### src/rtl/div_pkg.sv
// Shared definitions for the sequential restoring divider.
//
// Contents:
//   state_t    - controller states (IDLE, CALC, DONE)
//   cnt_width  - width of the iteration counter for a given operand width;
//                sized to hold the value WIDTH so the counter never wraps
//                early for any WIDTH in 2..32.
package div_pkg;

    typedef enum logic [1:0] {
        IDLE = 2'd0,
        CALC = 2'd1,
        DONE = 2'd2
    } state_t;

    function automatic int cnt_width(input int width);
        return $clog2(width + 1);
    endfunction

endpackage

### src/rtl/div_step.sv
// One restoring-division iteration, purely combinational.
//
// Ports:
//   rem_in   [WIDTH-1:0]  in   current partial remainder R (always < divisor)
//   q_msb                 in   next dividend bit shifted into the remainder
//   divisor  [WIDTH-1:0]  in   divisor (non-zero while iterating)
//   rem_out  [WIDTH-1:0]  out  next partial remainder
//   q_bit                 out  quotient bit produced by this iteration
module div_step #(
    parameter int WIDTH = 16
) (
    input  logic [WIDTH-1:0] rem_in,
    input  logic             q_msb,
    input  logic [WIDTH-1:0] divisor,
    output logic [WIDTH-1:0] rem_out,
    output logic             q_bit
);

    logic [WIDTH:0] trial;

    // {R, q_msb} is below 2*divisor because R < divisor, so when the trial
    // subtraction succeeds the result fits in WIDTH bits, and when it borrows
    // the wrapped WIDTH+1-bit result always has its top bit set. The top bit
    // is therefore exactly the borrow.
    assign trial   = {rem_in, q_msb} - {1'b0, divisor};
    assign q_bit   = ~trial[WIDTH];
    assign rem_out = q_bit ? trial[WIDTH-1:0] : {rem_in[WIDTH-2:0], q_msb};

endmodule

### src/rtl/seq_divider.sv
// Multi-cycle unsigned restoring divider with a start/done handshake.
// One quotient bit is produced per clock, so a non-zero divide takes WIDTH
// cycles; a zero divisor completes in a single cycle with a flag.
//
// Ports:
//   clk                      in   rising-edge clock
//   rst_n                    in   asynchronous active-low reset
//   start                    in   request, honoured only while not busy
//   dividend    [WIDTH-1:0]  in   unsigned dividend, captured with start
//   divisor     [WIDTH-1:0]  in   unsigned divisor, captured with start
//   busy                     out  operation in progress
//   done                     out  one-cycle pulse, results valid
//   quotient    [WIDTH-1:0]  out  registered quotient
//   remainder   [WIDTH-1:0]  out  registered remainder
//   div_by_zero              out  registered, set with done for divisor 0
module seq_divider
    import div_pkg::*;
#(
    parameter int WIDTH = 16
) (
    input  logic             clk,
    input  logic             rst_n,
    input  logic             start,
    input  logic [WIDTH-1:0] dividend,
    input  logic [WIDTH-1:0] divisor,
    output logic             busy,
    output logic             done,
    output logic [WIDTH-1:0] quotient,
    output logic [WIDTH-1:0] remainder,
    output logic             div_by_zero
);

    localparam int CW = cnt_width(WIDTH);

    state_t           state;
    logic [WIDTH-1:0] rem_acc;   // partial remainder R
    logic [WIDTH-1:0] shq;       // dividend bits shifting out, quotient bits in
    logic [WIDTH-1:0] dvs;       // divisor captured at start
    logic [CW-1:0]    cnt;

    logic [WIDTH-1:0] rem_next;
    logic             q_bit;
    logic [WIDTH-1:0] shq_next;
    logic             last_iter;

    div_step #(.WIDTH(WIDTH)) u_step (
        .rem_in  (rem_acc),
        .q_msb   (shq[WIDTH-1]),
        .divisor (dvs),
        .rem_out (rem_next),
        .q_bit   (q_bit)
    );

    assign shq_next  = {shq[WIDTH-2:0], q_bit};
    assign last_iter = (cnt == CW'(WIDTH - 1));

    always_ff @(posedge clk or negedge rst_n) begin
        if (!rst_n) begin
            state       <= IDLE;
            busy        <= 1'b0;
            done        <= 1'b0;
            quotient    <= '0;
            remainder   <= '0;
            div_by_zero <= 1'b0;
            rem_acc     <= '0;
            shq         <= '0;
            dvs         <= '0;
            cnt         <= '0;
        end else begin
            done <= 1'b0;
            unique case (state)
                // DONE behaves like IDLE for a new request so results can be
                // issued back-to-back without an idle cycle in between.
                IDLE, DONE: begin
                    busy  <= 1'b0;
                    state <= IDLE;
                    if (start) begin
                        if (divisor != '0) begin
                            rem_acc     <= '0;
                            shq         <= dividend;
                            dvs         <= divisor;
                            cnt         <= '0;
                            div_by_zero <= 1'b0;
                            busy        <= 1'b1;
                            state       <= CALC;
                        end else begin
                            quotient    <= '1;
                            remainder   <= dividend;
                            div_by_zero <= 1'b1;
                            done        <= 1'b1;
                            state       <= DONE;
                        end
                    end
                end
                CALC: begin
                    rem_acc <= rem_next;
                    shq     <= shq_next;
                    cnt     <= cnt + CW'(1);
                    if (last_iter) begin
                        quotient  <= shq_next;
                        remainder <= rem_next;
                        busy      <= 1'b0;
                        done      <= 1'b1;
                        state     <= DONE;
                    end
                end
                default: begin
                    busy  <= 1'b0;
                    state <= IDLE;
                end
            endcase
        end
    end

endmodule

### config.mk
export PLATFORM = sky130hd
export DESIGN_NAME = seq_divider
export DESIGN_NICKNAME = d
export VERILOG_FILES = /design/src/rtl/div_pkg.sv /design/src/rtl/div_step.sv /design/src/rtl/seq_divider.sv
export SDC_FILE = /design/constraint.sdc
export NUM_CORES = 1
export LEC_CHECK = 0
export BUFFER_PORTS_ARGS = -buffer_cell sky130_fd_sc_hd__buf_2
export CAP_MARGIN = 20
export CORE_AREA = 2 2 98 100
export DETAILED_ROUTE_END_ITERATION = 8
export DIE_AREA = 0 0 100 102
export PLACE_DENSITY_LB_ADDON = 0.3
export SKIP_LAST_GASP = 1
export SYNTH_ARGS = -nofsm -noshare
export SYNTH_HDL_FRONTEND = slang
export SYNTH_HIERARCHICAL = 1
export SYNTH_SLANG_ARGS = --single-unit
export TNS_END_PERCENT = 1
### constraint.sdc
create_clock -name clk -period 4.38 [get_ports clk]
set_clock_uncertainty 0.05 [all_clocks]
set_input_delay 0.657 -clock clk [delete_from_list [all_inputs] [get_ports clk]]
set_output_delay 0.657 -clock clk [all_outputs]
set_load 0.01 [all_outputs]
* Word-level counts from Yosys, hierarchy flattened
Cells that the tools add are included.
Storage, ports and cells: logic and storage cells 58, input bits 35, register bits after elaboration 90, output and inout port bits 35
Operators by class: add/subtract/negate cells 2, eq/ne operators 7, reduce and logical (&&, ||, !) cells 8, bitwise gates (word level) 1, multiplexer cells 30
Operators by type and width (count):
- $mux 16 | 11
- $pmux 16 s2 | 4
- $sub 17x16->17 | 1
- $reduce_bool 16->1 | 1
- $mux 5 | 2
- $pmux 5 s2 | 1
- $ne 2x2->1 const B | 4
- $mux 1 | 6
- $mux 2 | 3
- $reduce_and 3->1 | 2
- $add 5x1->5 const B | 1
- $eq 5x4->1 const B | 1
- $pmux 1 s2 | 2
- $pmux 2 s2 | 1
- $reduce_and 4->1 | 1
- $eq 2x1->1 const B | 1
- $eq 2x2->1 const B | 1
- $logic_not 2->1 | 1
- $reduce_and 2->1 | 1
- $reduce_bool 2->1 | 1
- $reduce_or 2->1 | 1
- $not 1->1 | 1

* Longest topological paths before layout
word-level depth 4, mapped depth 13, gate-level depth less buffers 12

* By module
The synthesis kept the hierarchy.
Modules (own cells, without submodules):
- seq_divider | cells an instance 327, instances 1, area an instance 3895.0 µm², sequential area each 2252.2 µm²
- div_step | cells an instance 128, instances 1, area an instance 1009.7 µm², sequential area each 0.0 µm²

* Worst setup path after synthesis
No wires, ideal clock.
kind register to register, from reg shq[15], to reg remainder[10], clock period less this slack 3.183 ns, setup slack 1.197 ns, arrival 3.006 ns, cell stages (with the launch flop) 14, library setup time 0.127 ns, required time 4.203 ns, path buffers 1, cells stage by stage dfrtp_1 > inv_1 > ha_1 > fa_1 > nor2b_1 > o31a_1 > o41a_1 > and4_4 > a311oi_2 > xnor2_2 > buf_6 > mux2_4 > mux2i_1 > a22oi_2
Between the ends: word-level cells in the longest chain between the ends 4
Ends and longest elaborated chain:
- start: declaration | line seq_divider.sv:37 | logic [WIDTH-1:0] shq;
- start signal: assignment | line seq_divider.sv:80 | shq <= dividend;
- start signal: assignment | line seq_divider.sv:97 | shq <= shq_next;
- $sub 17x16->17 | line div_step.sv:25 | assign trial = {rem_in, q_msb} - {1'b0, divisor};
- $mux 16 | line div_step.sv:27 | assign rem_out = q_bit ? trial[WIDTH-1:0] : {rem_in[WIDTH-2:0], q_msb};
- named net rem_next[10] | line seq_divider.sv:41 | logic [WIDTH-1:0] rem_next;
- $mux 16 | line seq_divider.sv:99 | if (last_iter) begin
- $pmux 16 s2 | line seq_divider.sv:71 | unique case (state)
- end signal: assignment | line seq_divider.sv:88 | remainder <= dividend;
- end signal: assignment | line seq_divider.sv:101 | remainder <= rem_next;
- end: declaration | line seq_divider.sv:29 | output logic [WIDTH-1:0] remainder,
The timed path passes the listed nets, and every way through them passes these cells. The select of a mux whose other input is x is not followed. A chain may end at the register's enable or synchronous reset.

* Worst setup path in the final report
from reg shq[15], to reg remainder[6]
The elaborated chain is that of the path after synthesis.

==> metrics.txt <==
status complete, no violations; DR vias/cell 5.712; CTS H-tree lvls 3; Sum Neg Setup Slack 0 ns; Highest Clock Rate 281.7 MHz; sequential-to-total area share from yosys stat 0.4592; r2r worst-path depth 13; Slew Viols, Final 0; endpoint class of the critical path register; fill cell count 787; Util after Layout 0.6055; RR Endpoint remainder[6]; startpoint types register; hold_buf cts 0; clock sinks 90; Netlist Area Pre-Place 4905 sq um; area growth from synthesis to layout 12.45%; PwrDens 980.7 nW/um^2; Worst Path Required 4.53 ns; maximum number of pins on one net before global-route repair 64; gr busiest metal met2; routability cong. 0.8428; Final Setup Violations 0; Starting Density 0.5385; nets 571; DIE HEIGHT 102 um; DP Area 5301 sq um; clk root buf clkbuf_8; commonest non-fill, non-tap cell in the layout dfrtp_1; die footprint 10200 sq um; number of global-route vias before repair 3743; Syn. warnings 6; dpl ws 0.8969 ns; ant diodes 0; setup ws final 0.8307 ns; cts repair resizes 0; I/O pin total 70; Routed WL 11090 um; die width 100 um; total power draw 5.409 mW; Crit Path Class register to register; grt total ovfl 0; crit share post-route 0.8103; Lkg Pwr 2.602 nW; arrival time worst endpoint 3.70 ns; GRT met3 Usage 0.04309; GRT Overall Usage 0.2330; most frequent cells in the layout dfrtp_1, nor2_1, buf_2, a21oi_1, mux2i_1; maximum root-to-sink buffer count 2; Final Critical Period 3.549 ns; design area 5515 sq um; port bufs 69; # DRC 0; post-CTS setup buffer count 0; worst-path maximum fanout 14; routed via count 3610; Main synth FF type dfrtp_1; Cells after Synth 455; slew margin rel. 0.3778; first-pass GRT wire length 18640 um; synthesis-stage register bit count 90; Fin. Hold Viols 0; WHS 0.3300 ns; Detailed Place HPWL 7925 um; Distinct cells, synth 52; clock slew at reported path FFs 0.09 ns; Post-synth ARST share 1.000; MaxCap Viol Count 0; CTS tree done; worst slew pin tran 0.9332 ns; drt pass-1 iters 4; row count 35; M2 GR Usage 0.3779; post-DR wirelength/cell 17.55 um; placed instance count 617; share of layout cells above drive strength 1 0.2706; Skew-Pair Late Insertion Delay 0.36 ns; RSZ-0062 raised after global routing false; HP Class input pin to asynchronous set/reset pin; CTS buffer count 9; Post-Syn Nets 509; core area 9109 sq um; Syn Area/Cell 10.78 sq um; worst IR drop on VDD 425.8 uV; initial antenna violation count 0; DRT iter0 DRCs 215; register-to-register setup slack 0.83 ns; Post-synth EDFFs 0; post-route non-filler standard cell count 632; M1 GR Usage 0.3283; r2r startpoint shq[15]; Final ANT Viol Nets 0
[flip-flops by register name (all words and copies together) (netlist names)]
name,flops
busy,1
cnt,5
div_by_zero,1
done,1
dvs,16
quotient,16
rem_acc,16
remainder,16
shq,16
state,2
[routing by layer]
| layer | part of all wire | wire length, um |
|---|---|---|
| met1 | 0.49 | 5386 |
| met2 | 0.47 | 5201 |
| met3 | 0.036 | 401 |
| met4 | 0.0089 | 99 |
| met5 | 0 | 0 |
[worst max-delay path: stages (launching register included)]
cell and delay, ns:
dfrtp_1 0.39, inv_1 0.08, ha_1 0.17, fa_1 0.23, nor2b_1 0.07, o31a_1 0.25
o41a_1 0.43, and4_4 0.22, a311oi_2 0.33, xnor2_2 0.25, buf_8 0.24, mux2_2 0.37
mux2i_1 0.19, a22oi_2 0.11
[cells in the mapped netlist, types with 3 or more instances]
cell       n  area share
a21oi_1   41       0.042
a22oi_2    9       0.023
nor4_1     3      0.0038
nand3_1    5      0.0051
mux2_2    15       0.034
mux2i_1   34       0.069
nand2_1   12      0.0092
xnor2_1    7       0.013
inv_1     20       0.015
buf_6      7       0.016
nand2b_1   5      0.0064
a21o_1     5      0.0077
clkbuf_1   9      0.0069
nor2_1    73       0.056
buf_4      4      0.0061
a22o_1    16       0.029
ha_1      18       0.046
dfrtp_1   90        0.46
a22oi_1    7       0.011
buf_2      3      0.0031
a211oi_1   3      0.0046
o21ai_0   11       0.011
nor2b_1    3      0.0038
xor2_1     6       0.011
mux2_4    16       0.049
[worst max-delay path by stage]
| stage | slack [ns] | start | end |
|---|---|---|---|
| after detailed placement | 0.90 | shq[15] | remainder[6] |
| final | 0.83 | shq[15] | remainder[6] |
| after floorplan | 1.20 | shq[15] | remainder[10] |
| after global placement | 0.69 | shq[15] | remainder[7] |
| after CTS | 0.82 | shq[15] | remainder[6] |
| after global routing | 0.61 | shq[15] | remainder[6] |
[final cells by class]
class	instances	area (sq um)	share of cell area
sequential	90	2252	0.4083
timing repair buffer	76	407.9	0.07396
clock inverter	6	90.09	0.01633
inverter	20	75.07	0.01361
tap	111	138.9	0.02518
clock buffer	9	123.9	0.02246
multi-input combinational	320	2427	0.4401
[report_power, final]
group / switching, mW / leakage, nW / internal, mW
Combinational: 1.64 / 1.48 / 1.63
Clock: 0.311 / 0.106 / 0.322
Sequential: 0.274 / 1.01 / 1.23
[kinds of logic (layout without fill, tap and decap cells)]
family	after synthesis	in the layout	synth area share
simple gates	113	113	0.1020
fa+ha+maj	19	19	0.05000
buf+inv	45	111	0.05127
flops	90	90	0.4592
mux	65	65	0.1528
xor+xnor	14	14	0.02653
compound gates	109	109	0.1582
Note: power is estimated with default switching activity, not from simulation.
